===== src/rtl/tvip_axi_types_pkg.sv =====
// Shared AXI types for the tvip-axi models: burst encodings, beat index type,
// pack/unpack helpers and burst legality / wrap-boundary helpers.
package tvip_axi_types_pkg;

  localparam int unsigned TVIP_AXI_MAX_ADDRESS_WIDTH = 64;

  typedef enum logic [1:0] {
    TVIP_AXI_FIXED_BURST        = 2'b00,
    TVIP_AXI_INCREMENTING_BURST = 2'b01,
    TVIP_AXI_WRAPPING_BURST     = 2'b10
  } tvip_axi_burst_type;

  typedef enum logic [2:0] {
    TVIP_AXI_BURST_SIZE_1_BYTE    = 3'd0,
    TVIP_AXI_BURST_SIZE_2_BYTES   = 3'd1,
    TVIP_AXI_BURST_SIZE_4_BYTES   = 3'd2,
    TVIP_AXI_BURST_SIZE_8_BYTES   = 3'd3,
    TVIP_AXI_BURST_SIZE_16_BYTES  = 3'd4,
    TVIP_AXI_BURST_SIZE_32_BYTES  = 3'd5,
    TVIP_AXI_BURST_SIZE_64_BYTES  = 3'd6,
    TVIP_AXI_BURST_SIZE_128_BYTES = 3'd7
  } tvip_axi_burst_size;

  typedef bit [7:0] tvip_axi_beat_index;

  // Beat count -> AxLEN encoding.
  function automatic logic [7:0] pack_burst_length(input int unsigned burst_length);
    return 8'(burst_length - 32'd1);
  endfunction

  // AxLEN encoding -> beat count.
  function automatic int unsigned unpack_burst_length(input logic [7:0] burst_length);
    return 32'(burst_length) + 32'd1;
  endfunction

  // Bytes per beat -> AxSIZE encoding.
  function automatic logic [2:0] pack_burst_size(input int unsigned burst_size);
    return 3'($clog2(burst_size));
  endfunction

  // AxSIZE encoding -> bytes per beat.
  function automatic int unsigned unpack_burst_size(input logic [2:0] burst_size);
    return 32'd1 << burst_size;
  endfunction

  // Lowest address of the S*L byte window a WRAP burst cycles through.
  function automatic logic [TVIP_AXI_MAX_ADDRESS_WIDTH-1:0] calc_wrap_boundary(
    input logic [TVIP_AXI_MAX_ADDRESS_WIDTH-1:0] address,
    input logic [2:0]                            burst_size,
    input logic [7:0]                            burst_length
  );
    logic [TVIP_AXI_MAX_ADDRESS_WIDTH-1:0] span;
    span = TVIP_AXI_MAX_ADDRESS_WIDTH'(unpack_burst_size(burst_size) *
                                        unpack_burst_length(burst_length));
    return address & ~(span - TVIP_AXI_MAX_ADDRESS_WIDTH'(1));
  endfunction

  // Returns 1 when the request obeys the AXI burst rules for an nb_bytes-wide bus.
  function automatic logic is_valid_burst(
    input logic [TVIP_AXI_MAX_ADDRESS_WIDTH-1:0] address,
    input logic [2:0]                            burst_size,
    input logic [7:0]                            burst_length,
    input logic [1:0]                            burst_type,
    input int unsigned                           nb_bytes
  );
    int unsigned size_bytes;
    int unsigned beats;
    int unsigned aligned_low;
    logic        valid;
    size_bytes  = unpack_burst_size(burst_size);
    beats       = unpack_burst_length(burst_length);
    aligned_low = 32'(address[11:0]) & ~(size_bytes - 32'd1);
    valid       = 1'b1;
    if (size_bytes > nb_bytes) valid = 1'b0;
    case (burst_type)
      TVIP_AXI_FIXED_BURST: begin
        if (beats > 32'd16) valid = 1'b0;
      end
      TVIP_AXI_INCREMENTING_BURST: begin
        // An INCR burst may not cross a 4 KB page.
        if ((aligned_low + (beats * size_bytes)) > 32'd4096) valid = 1'b0;
      end
      TVIP_AXI_WRAPPING_BURST: begin
        if (!((beats == 32'd2) || (beats == 32'd4) || (beats == 32'd8) || (beats == 32'd16)))
          valid = 1'b0;
        if ((address & TVIP_AXI_MAX_ADDRESS_WIDTH'(size_bytes - 32'd1)) != '0)
          valid = 1'b0;
      end
      default: valid = 1'b0;
    endcase
    return valid;
  endfunction

endpackage


===== src/rtl/tvip_axi_strobe_decoder.sv =====
// Byte-lane mask for one beat: lanes from address mod NB up to the end of the
// size-aligned container are active.
// Ports: address (beat address), burst_size (AxSIZE), strobe_c (NB-bit lane mask, combinational).
module tvip_axi_strobe_decoder
  import tvip_axi_types_pkg::*;
#(
  parameter int unsigned ADDRESS_WIDTH = 64,
  parameter int unsigned DATA_WIDTH    = 32
) (
  input  logic [ADDRESS_WIDTH-1:0]  address,
  input  logic [2:0]                burst_size,
  output logic [DATA_WIDTH/8-1:0]   strobe_c
);

  localparam int unsigned NB = DATA_WIDTH / 8;
  localparam int unsigned AW = ADDRESS_WIDTH;

  logic [AW-1:0] size_bytes;
  logic [AW-1:0] lo_lane;
  logic [AW-1:0] hi_lane;

  // Contiguous lane range [lo_lane, hi_lane]; never wraps for legal sizes (S <= NB).
  always_comb begin
    size_bytes = AW'(unpack_burst_size(burst_size));
    lo_lane    = address & AW'(NB - 1);
    hi_lane    = ((address & ~(size_bytes - AW'(1))) + size_bytes - AW'(1)) & AW'(NB - 1);
    strobe_c   = '0;
    for (int unsigned i = 0; i < NB; i++) begin
      strobe_c[i] = (AW'(i) >= lo_lane) && (AW'(i) <= hi_lane);
    end
  end

endmodule


===== src/rtl/tvip_axi_burst_address_generator.sv =====
// Expands one AXI address-channel request into per-beat descriptors
// (address, strobe, index, last) for FIXED, INCR and WRAP bursts.
// Illegal requests produce a single flagged beat.
// Ports: aclk/areset (sync active-high); request channel i_request_valid,
// o_request_ready, i_id, i_address, i_burst_length, i_burst_size, i_burst_type;
// beat channel o_beat_valid, i_beat_ready, o_beat_id, o_beat_address,
// o_beat_strobe, o_beat_index, o_beat_last, o_error.
module tvip_axi_burst_address_generator
  import tvip_axi_types_pkg::*;
#(
  parameter int unsigned ADDRESS_WIDTH = 64,
  parameter int unsigned DATA_WIDTH    = 32,
  parameter int unsigned ID_WIDTH      = 4
) (
  input  logic                      aclk,
  input  logic                      areset,
  input  logic                      i_request_valid,
  output logic                      o_request_ready,
  input  logic [ID_WIDTH-1:0]       i_id,
  input  logic [ADDRESS_WIDTH-1:0]  i_address,
  input  logic [7:0]                i_burst_length,
  input  logic [2:0]                i_burst_size,
  input  logic [1:0]                i_burst_type,
  output logic                      o_beat_valid,
  input  logic                      i_beat_ready,
  output logic [ID_WIDTH-1:0]       o_beat_id,
  output logic [ADDRESS_WIDTH-1:0]  o_beat_address,
  output logic [DATA_WIDTH/8-1:0]   o_beat_strobe,
  output logic [7:0]                o_beat_index,
  output logic                      o_beat_last,
  output logic                      o_error
);

  localparam int unsigned NB  = DATA_WIDTH / 8;
  localparam int unsigned AW  = ADDRESS_WIDTH;
  localparam int unsigned MAW = TVIP_AXI_MAX_ADDRESS_WIDTH;

  typedef enum logic {IDLE, BUSY} state_e;

  state_e        state_q, state_n;

  // Burst context captured at acceptance
  logic [AW-1:0] ctx_address_q,   ctx_address_n;
  logic [AW-1:0] ctx_boundary_q,  ctx_boundary_n;
  logic [AW-1:0] ctx_wrap_mask_q, ctx_wrap_mask_n;
  logic [2:0]    ctx_size_q,      ctx_size_n;
  logic [1:0]    ctx_type_q,      ctx_type_n;
  logic [7:0]    ctx_length_q,    ctx_length_n;

  logic                beat_valid_n;
  logic [ID_WIDTH-1:0] beat_id_n;
  logic [AW-1:0]       beat_address_n;
  logic [NB-1:0]       beat_strobe_n;
  logic [7:0]          beat_index_n;
  logic                beat_last_n;
  logic                error_n;

  logic                accept_c;
  logic                beat_done_c;
  logic                req_error_c;
  logic [AW-1:0]       req_boundary_c;
  logic [AW-1:0]       req_wrap_mask_c;
  logic [NB-1:0]       req_strobe_c;
  logic [AW-1:0]       cur_size_bytes_c;
  logic [AW-1:0]       next_address_c;
  logic [NB-1:0]       next_strobe_c;
  tvip_axi_beat_index  next_index_c;

  // Ready may rise in the last-beat handshake cycle so bursts chain without a bubble.
  assign o_request_ready = ~areset &
                           ((state_q == IDLE) | (o_beat_valid & o_beat_last & i_beat_ready));
  assign accept_c        = i_request_valid & o_request_ready;
  assign beat_done_c     = o_beat_valid & i_beat_ready;

  // Request-side decode
  assign req_error_c     = ~is_valid_burst(MAW'(i_address), i_burst_size, i_burst_length,
                                           i_burst_type, NB);
  assign req_boundary_c  = AW'(calc_wrap_boundary(MAW'(i_address), i_burst_size, i_burst_length));
  assign req_wrap_mask_c = AW'(unpack_burst_size(i_burst_size) *
                               unpack_burst_length(i_burst_length)) - AW'(1);

  tvip_axi_strobe_decoder #(
    .ADDRESS_WIDTH (ADDRESS_WIDTH),
    .DATA_WIDTH    (DATA_WIDTH)
  ) u_req_strobe (
    .address    (i_address),
    .burst_size (i_burst_size),
    .strobe_c   (req_strobe_c)
  );

  // Address of the following beat, derived from the current one
  always_comb begin
    cur_size_bytes_c = AW'(unpack_burst_size(ctx_size_q));
    next_index_c     = tvip_axi_beat_index'(o_beat_index + 8'd1);
    case (ctx_type_q)
      TVIP_AXI_FIXED_BURST:
        next_address_c = ctx_address_q;
      TVIP_AXI_WRAPPING_BURST:
        next_address_c = ctx_boundary_q |
                         ((o_beat_address + cur_size_bytes_c) & ctx_wrap_mask_q);
      default:
        next_address_c = (o_beat_address & ~(cur_size_bytes_c - AW'(1))) + cur_size_bytes_c;
    endcase
  end

  tvip_axi_strobe_decoder #(
    .ADDRESS_WIDTH (ADDRESS_WIDTH),
    .DATA_WIDTH    (DATA_WIDTH)
  ) u_next_strobe (
    .address    (next_address_c),
    .burst_size (ctx_size_q),
    .strobe_c   (next_strobe_c)
  );

  // Next-state and next-output logic
  always_comb begin
    state_n         = state_q;
    beat_valid_n    = o_beat_valid;
    beat_id_n       = o_beat_id;
    beat_address_n  = o_beat_address;
    beat_strobe_n   = o_beat_strobe;
    beat_index_n    = o_beat_index;
    beat_last_n     = o_beat_last;
    error_n         = o_error;
    ctx_address_n   = ctx_address_q;
    ctx_boundary_n  = ctx_boundary_q;
    ctx_wrap_mask_n = ctx_wrap_mask_q;
    ctx_size_n      = ctx_size_q;
    ctx_type_n      = ctx_type_q;
    ctx_length_n    = ctx_length_q;

    if (beat_done_c) begin
      if (o_beat_last) begin
        state_n      = IDLE;
        beat_valid_n = 1'b0;
      end else begin
        beat_address_n = next_address_c;
        beat_strobe_n  = next_strobe_c;
        beat_index_n   = next_index_c;
        beat_last_n    = (next_index_c == ctx_length_q);
      end
    end

    // A new request overrides the retiring last beat
    if (accept_c) begin
      state_n         = BUSY;
      beat_valid_n    = 1'b1;
      beat_id_n       = i_id;
      beat_address_n  = i_address;
      beat_strobe_n   = req_error_c ? '0 : req_strobe_c;
      beat_index_n    = 8'd0;
      beat_last_n     = req_error_c | (i_burst_length == 8'd0);
      error_n         = req_error_c;
      ctx_address_n   = i_address;
      ctx_boundary_n  = req_boundary_c;
      ctx_wrap_mask_n = req_wrap_mask_c;
      ctx_size_n      = i_burst_size;
      ctx_type_n      = i_burst_type;
      ctx_length_n    = i_burst_length;
    end
  end

  // State, output and context registers
  always_ff @(posedge aclk) begin
    if (areset) begin
      state_q         <= IDLE;
      o_beat_valid    <= 1'b0;
      o_beat_id       <= '0;
      o_beat_address  <= '0;
      o_beat_strobe   <= '0;
      o_beat_index    <= '0;
      o_beat_last     <= 1'b0;
      o_error         <= 1'b0;
      ctx_address_q   <= '0;
      ctx_boundary_q  <= '0;
      ctx_wrap_mask_q <= '0;
      ctx_size_q      <= '0;
      ctx_type_q      <= '0;
      ctx_length_q    <= '0;
    end else begin
      state_q         <= state_n;
      o_beat_valid    <= beat_valid_n;
      o_beat_id       <= beat_id_n;
      o_beat_address  <= beat_address_n;
      o_beat_strobe   <= beat_strobe_n;
      o_beat_index    <= beat_index_n;
      o_beat_last     <= beat_last_n;
      o_error         <= error_n;
      ctx_address_q   <= ctx_address_n;
      ctx_boundary_q  <= ctx_boundary_n;
      ctx_wrap_mask_q <= ctx_wrap_mask_n;
      ctx_size_q      <= ctx_size_n;
      ctx_type_q      <= ctx_type_n;
      ctx_length_q    <= ctx_length_n;
    end
  end

endmodule


===== config.mk =====
export PLATFORM = sky130hd
export DESIGN_NAME = tvip_axi_burst_address_generator
export DESIGN_NICKNAME = d
export VERILOG_FILES = /design/src/rtl/tvip_axi_types_pkg.sv /design/src/rtl/tvip_axi_strobe_decoder.sv /design/src/rtl/tvip_axi_burst_address_generator.sv
export SDC_FILE = /design/constraint.sdc
export NUM_CORES = 1
export LEC_CHECK = 0
export BUFFER_PORTS_ARGS = -buffer_cell sky130_fd_sc_hd__buf_2
export CAP_MARGIN = 10
export CORE_AREA = 5 5 234 236
export DETAILED_ROUTE_END_ITERATION = 12
export DIE_AREA = 0 0 239 241
export PLACE_DENSITY_LB_ADDON = 0.2
export SKIP_LAST_GASP = 1
export SLEW_MARGIN = 5
export SYNTH_ARGS = -nofsm -noshare
export SYNTH_HDL_FRONTEND = slang
export SYNTH_SLANG_ARGS = --single-unit

===== constraint.sdc =====
create_clock -name aclk -period 6.9 [get_ports aclk]
set_input_delay 0 -clock aclk [delete_from_list [all_inputs] [get_ports aclk]]
set_output_delay 0 -clock aclk [all_outputs]
set_load 0.05 [all_outputs]

==> metrics.md, run 1 <==
| Metric | Value |
|---|---|
| HPWL after detailed placement | 60,500 um |
| Type of origin of the critical path | primary input |
| Syn Area/Cell | 7.83 um^2 |
| Min Tclk post-route | 6.55 ns |
| Initial drt markers | 1,805 |
| # rows | 84 |
| Setup TNS | 0 ns |
| Fin nets | 3,155 |
| Met3 global-route usage | 2.73% |
| Endpoints failing setup | 0 |
| Initial Util | 39.7% |
| Peak Freq | 153 MHz |
| CTS sink count | 261 |
| R2R Path End | o_beat_address[47] |
| # Max-Cap Violations | 0 |
| Worst-Skew Late Latency | 0.61 ns |
| Clock transition at the registers of the reported paths | 0.07 ns |
| Die Area | 57,600 um^2 |
| Post-Syn Area | 20,800 um^2 |
| Status | finished, final reports clean |
| FF+latch area | 5230 um^2 |
| Core Area | 52,200 um^2 |
| Pre-CTS setup slack | 0.204 ns |
| Crit-path max FO | 6 |
| Die Span X | 239 um |
| CP arrival | 7.03 ns |
| EDFF count, synth | 0 |
| PD cells | 213 nW/um^2 |
| Yosys reg bits | 261 |
| Die height | 241 um |
| Reg-to-Reg Start | ctx_size_q[0] |
| Sequential element share of the synthesized area | 25.2% |
| CP endpoint kind | register |
| Setup Buffers After CTS | 0 |
| Buffers added on ports | 168 |
| Setup slack, reg-to-reg | 2.13 ns |
| R2r worst-path depth | 11 |
| Vias per cell | 5.84 |
| Worst Path Required | 7.38 ns |
| Setup ws final | 0.355 ns |
| H-tree levels | 1 |
| Hold path cells | 5 |
| Share of cells above drive strength 1 | 11.4% |
| TritonCTS clock tree | done |
| Vias in the first global route | 20.1k |
| Synth Instances | 2,651 |
| Antenna violations before repair | 1 |
| Synth warn | 0 |
| Io pins | 169 |
| Drt drc | 0 |
| First-pass GRT wire length | 123,000 um |
| DRT Pass-1 Iters | 5 |
| Max Slew Vio Count | 0 |
| Final hold violation count | 0 |
| Leak | 10.6 nW |
| Total Routed Length | 81,700 um |
| GR Overflow Total | 0 |
| Critical Path Source | i_burst_length[2] |
| Commonest cells after routing, fill and taps aside | 395 x nand2_1, 259 x dfxtp_1, 222 x inv_1 |
| Yosys cell types | 90 |
| Multi-input gate area | 14,100 um^2 |
| ANT nets after route | 0 |
| Pin count of the biggest net entering global routing | 82 |
| Max transition margin | 19.3% |
| Final setup skew | 0.0530 ns |
| Root Driver | clkbuf_16 |
| Met1 Use GR | 36.6% |
| Most common cell after layout, fill and taps aside | nand2_1 |
| Vias | 20.7k |
| TritonCTS Buffers | 28 |
| Synth-to-Final Area Change | 16.5% |
| RSZ-0062 raised after global routing | no |
| Net count after synthesis | 2,976 |
| Met2 Use GR | 47.0% |
| GRT Max-Usage Layer | met2 |
| Crit Path Class | in2reg |
| Critical path endpoint | o_beat_strobe[1] |
| Deepest clock path buffer count | 3 |
| Min-delay worst type | in2reg |
| Fillers | 5,247 |
| Peak VDD IR | 0.190 mV |
| Post-synth ARST share | 0% |
| Total track usage | 27.2% |
| Main synth FF type | dfxtp_1 |
| Avg WL per Cell | 23.1 um |
| Period utilisation layout | 94.9% |
| GPL Wtd Cong | 0.946 |
| Worst-Margin Slew | 1.21 ns |
[cells by family after synthesis]
logic type / count (synthesis) / synth area share [%]
fa+ha+maj: 240 / 18.0
buf+inv: 389 / 7.34
simple gates: 907 / 20.3
xor+xnor: 147 / 6.20
flops: 261 / 25.2
compound gates: 674 / 21.3
mux: 33 / 1.62
[state kept, by name (all words and copies together) (netlist names)]
signal and cells:
o_beat_id 4, ctx_wrap_mask_q 37, ctx_address_q 64, ctx_type_q 2, o_beat_index 8, o_beat_last 1
o_beat_strobe 4, o_error 1, ctx_boundary_q 64, state_q 1, o_beat_address 64, ctx_size_q 3
ctx_length_q 8
[worst max-delay path, stage by stage]
cell           delay, ns
dlygate4sd3_1       0.55
buf_2               0.13
buf_4               0.16
nand3_1             0.27
xnor2_2             0.28
buf_4               0.18
nand2_1             0.11
inv_1               0.06
fa_1                0.40
fa_1                0.56
inv_1               0.05
fa_1                0.47
inv_1               0.05
fa_1                0.56
inv_1               0.07
fa_1                0.54
inv_1               0.04
ha_1                0.36
nor3b_1             0.17
o41a_1              0.31
nor4_1              0.36
a41oi_1             0.21
or4b_4              0.60
o31a_1              0.32
o31ai_2             0.24
[report_power, final]
part,switching [mW],internal [mW]
logic,1.03,0.605
clock network,0.700,0.986
registers,0.167,1.65
[cell type report]
cell class / instances / share of cell area (%)
inverter: 225 / 3.49
clock buffer: 37 / 3.20
multi-input combinational: 2001 / 58.2
tap: 688 / 3.56
antenna: 1 / 0.0103
timing repair buffer: 313 / 8.88
sequential: 261 / 21.6
clock inverter: 15 / 1.02
[how the worst min path moves through the flow]
stage               startpoint                to  slack (ns)
5_1_grt        i_burst_size[1]  o_beat_strobe[2]        0.11
6_report       i_burst_size[1]  o_beat_strobe[2]        0.08
3_5_place_dp           i_id[3]      o_beat_id[3]        0.20
2_1_floorplan  i_burst_type[0]     ctx_type_q[0]        0.11
4_1_cts        i_burst_size[1]  o_beat_strobe[2]        0.06
3_3_place_gp           i_id[3]      o_beat_id[3]        0.19
[per-layer routing]
metal  wire length [um]  vias up
li1                   -     9598
met1              34600    10100
met2              39000      826
met3               5560      159
met4               2490        0
met5                  0        -
[repair_timing]
item	4_1_cts	5_1_grt
hold buffers	82	0
endpoints found under the setup margin	0	14
gates resized for setup	0	9
endpoints found under the hold margin	210	0
[cell usage after synthesis (21+ instances only)]
cell type  instances  share of area [%]
nor4_1            40                1.2
inv_1            222                4.0
a32o_1            23                1.1
xor2_1            65                2.7
a31oi_1           34                1.0
ha_1             141                8.5
fa_1              99                9.5
and3_1            23               0.69
a21oi_1          145                3.5
dfxtp_1          261                 25
a22o_1            51                2.2
a211oi_1          39                1.4
nor3_1            66                1.6
nand3_1           76                1.8
xnor2_1           82                3.5
clkbuf_1         115                2.1
buf_1             21               0.38
mux2i_1           29                1.4
o21ai_0          194                4.7
nand2_1          396                7.2
a21o_1            27               0.98
nor2_1           167                3.0
nand4_1           30               0.90
o211ai_1          21               0.76
[through the flow]
step / util, % / std cells / cell area, um^2 / power, mW / hold slack [ns]
floorplan: - / 2651 / 20800 / 2.90 / 0.107
global placement: 42.7 / 3406 / 22300 / 3.41 / 0.192
detailed placement: 42.7 / 3406 / 22300 / 3.43 / 0.200
CTS: 46.2 / 3540 / 24100 / 5.14 / 0.0621
global route: 46.3 / 3540 / 24200 / 5.39 / 0.114
finish: 46.3 / 3541 / 24200 / 5.14 / 0.0763
Power figures use the tool's default switching activity.
==> run 2, diff against run 1 <==
--- a/config.mk
+++ b/config.mk
@@ -5,11 +5,12 @@
 export SDC_FILE = /design/constraint.sdc
 export NUM_CORES = 1
 export LEC_CHECK = 0
+export ABC_AREA = 1
 export BUFFER_PORTS_ARGS = -buffer_cell sky130_fd_sc_hd__buf_2
 export CAP_MARGIN = 10
-export CORE_AREA = 5 5 234 236
+export CORE_AREA = 5 5 242 244
 export DETAILED_ROUTE_END_ITERATION = 12
-export DIE_AREA = 0 0 239 241
+export DIE_AREA = 0 0 247 249
 export PLACE_DENSITY_LB_ADDON = 0.2
 export SKIP_LAST_GASP = 1
 export SLEW_MARGIN = 5
==> run 2 against run 1 <==
Effect of this change:
- synthesized cell count is 31% higher
- worst hold slack better by 0.096 ns
- largest power group unchanged
- core utilization is 0.50 points lower
- critical endpoint unchanged
- design area is 6.2% higher
- routed wire length is 3.6% higher
- largest cell class unchanged
- register-to-register slack better by 0.09 ns
- sequential power hardly changed
- power is 1.2% higher
- sequential cell count stayed put
- clock skew is 0.0089 ns lower
==> metrics.md, run 2 <==
| Metric | Value |
|---|---|
| Status | finished, final reports clean |
| ANT nets after route | 0 |
| Worst-Margin Slew | 1.06 ns |
| Proportion of synthesized area in mux cells | 0.101% |
| Min-delay worst type | in2reg |
| Core Util, Final | 45.8% |
| Hold path cells | 3 |
| H-tree levels | 1 |
| Final hold violation count | 0 |
| Setup TNS | 0 ns |
| Min Tclk post-route | 6.32 ns |
| Die height | 249 um |
| Peak Freq | 158 MHz |
| Clock transition at the registers of the reported paths | 0.06 ns |
| Synth Instances | 3,469 |
| CP dominant cell by count | nand2_1 |
| Synth top area share | 23.5% |
| Die Span X | 247 um |
| Total track usage | 26.6% |
| Avg WL per Cell | 19.0 um |
| Sequential element share of the synthesized area | 23.5% |
| Share of cells above drive strength 1 | 8.66% |
| Most frequent cell after synthesis | nand2_1 |
| Setup slack, reg-to-reg | 2.22 ns |
| CP Depth | 34 |
| Worst Path Required | 7.41 ns |
| FF+latch area | 5230 um^2 |
| TritonCTS Buffers | 30 |
| R2r worst-path depth | 18 |
| Vias per cell | 5.24 |
| Root Driver | clkbuf_16 |
| Endpoints failing setup | 0 |
| Commonest cells after routing, fill and taps aside | 926 x nand2_1, 601 x inv_1, 314 x nor2_1 |
| # rows | 87 |
| Adder-Cell Fraction of Synth Area | 16.9% |
| Total Routed Length | 84,700 um |
| Post-synth top area cell | dfxtp_1 |
| First-pass GRT wire length | 129,000 um |
| Fillers | 6,031 |
| Die Area | 61,500 um^2 |
| Biggest regs | ctx_address_q: 64 flops, ctx_boundary_q: 64 flops, o_beat_address: 64 flops |
| Fin nets | 3,997 |
| CP endpoint kind | register |
| Leak | 12.8 nW |
| Initial drt markers | 2,095 |
| Most common cell after layout, fill and taps aside | nand2_1 |
| Vias | 23.3k |
| Diode count | 0 |
| HPWL after detailed placement | 64,600 um |
| Initial Util | 39.6% |
| Post-Syn Area | 22,200 um^2 |
| DRT Pass-1 Iters | 6 |
| Buf/Inv on CP | 8 |
| Leading post-synthesis cells by cell area | dfxtp_1 24%, nand2_1 16%, inv_1 10% |
| Crit Path Class | in2reg |
| Crit-path max FO | 12 |
| Drt drc | 0 |
| Main combinational cell family by area after synthesis | simple AND/OR/NAND/NOR gates |
| Max Slew Vio Count | 0 |
| TritonCTS clock tree | done |
| Synth warn | 0 |
| Finished Cell Area | 25,700 um^2 |
| Post-Synth XOR/XNOR Area | 1.70% |
| Worst-Skew Late Latency | 0.62 ns |
| Type of origin of the critical path | primary input |
| Worst path max stage delay | 0.55 ns |
| GR Overflow Total | 0 |
| CP arrival | 6.83 ns |
| Placed Instance Area | 23,800 um^2 |
| Core Area | 56,100 um^2 |
| Buffers added on ports | 168 |
| Dpl cells | 4,311 |
| Yosys cell types | 61 |
| Max transition margin | 29.3% |
| Vias in the first global route | 21.6k |
| Peak VDD IR | 0.183 mV |
| CP delay by family, top | adder cells |
| Slowest cell on the critical path | fa_1 |
| RSZ-0062 raised after global routing | no |
| PD cells | 203 nW/um^2 |
| EDFF count, synth | 0 |
| Period utilisation layout | 91.5% |
| Deepest clock path buffer count | 3 |
| Net count after synthesis | 3,794 |
| CTS sink count | 261 |
| Final non-filler cell total | 4,450 |
| # Max-Cap Violations | 0 |
| Synth-to-Final Area Change | 15.5% |
| Final setup skew | 0.0441 ns |
| Setup Buffers After CTS | 0 |
| Post-Synth Simple-Gate Area | 32.2% |
| Complex-gate fraction of the synthesized area | 13.4% |
| Pin count of the biggest net entering global routing | 90 |
| Syn Area/Cell | 6.40 um^2 |
| Antenna violations before repair | 1 |
| GPL Wtd Cong | 1.02 |
| Multi-input gate area | 14,300 um^2 |
| Yosys reg bits | 261 |
| Main synth FF type | dfxtp_1 |
| Post-synth ARST share | 0% |
| Commonest cells in the netlist | 929 x nand2_1, 603 x inv_1, 317 x nor2_1 |
| Io pins | 169 |
-- run 2: repair_timing --
action                     in CTS  in global routing
gates resized for setup         0                  2
setup endpoints to repair       0                  2
hold buffers                   85                  0
hold endpoints to repair      217                  0
-- run 2: worst min-delay path, stage by stage --
cell           delay (ns)
dlygate4sd3_1        0.52
buf_2                0.09
a22o_1               0.11
-- run 2: worst paths after layout --
path | startpoint | end
setup reg to reg | ctx_size_q[0] | o_beat_address[62]
hold / removal | i_id[0] | o_beat_id[0]
hold reg to reg | ctx_address_q[30] | ctx_address_q[30]
setup / recovery | i_burst_length[0] | o_beat_strobe[1]
-- run 2: layout make-up --
class	instances	share of cell area, %
multi-input combinational	2489	55.7
clock buffer	45	3.38
tap	756	3.68
inverter	614	9.00
clock inverter	9	0.546
sequential	261	20.4
timing repair buffer	276	7.31
-- run 2: power breakdown --
part / total [mW] / internal, mW / switching, mW
combinational: 1.74 / 0.555 / 1.19
clock: 1.65 / 0.948 / 0.699
sequential: 1.81 / 1.66 / 0.151
total: 5.20 / 3.17 / 2.04
-- run 2: per-layer routing --
layer,vias to the layer above,GRT usage (%),wire (um)
met1,10900,38.7,38500
met3,124,3.15,6610
met5,-,0,13
li1,11400,-,-
met2,866,42.4,37700
met4,2,5.48,1900
-- run 2: per-stage QoR --
stage / setup slack, ns / power (mW) / hold WS (ns)
global placement: 0.552 / 3.52 / 0.215
global route: 0.0600 / 5.51 / 0.197
detailed placement: 0.478 / 3.52 / 0.226
finish: 0.584 / 5.20 / 0.172
floorplan: 1.47 / 3.00 / 0.0694
CTS: 0.539 / 5.21 / 0.150
-- run 2: logic make-up (layout without fill, tap and decap cells) --
group,Yosys count,count (layout)
buf+inv,719,944
compound gates,534,534
mux,1,1
simple gates,1671,1671
fa+ha+maj,240,240
flops,261,261
xor+xnor,43,43
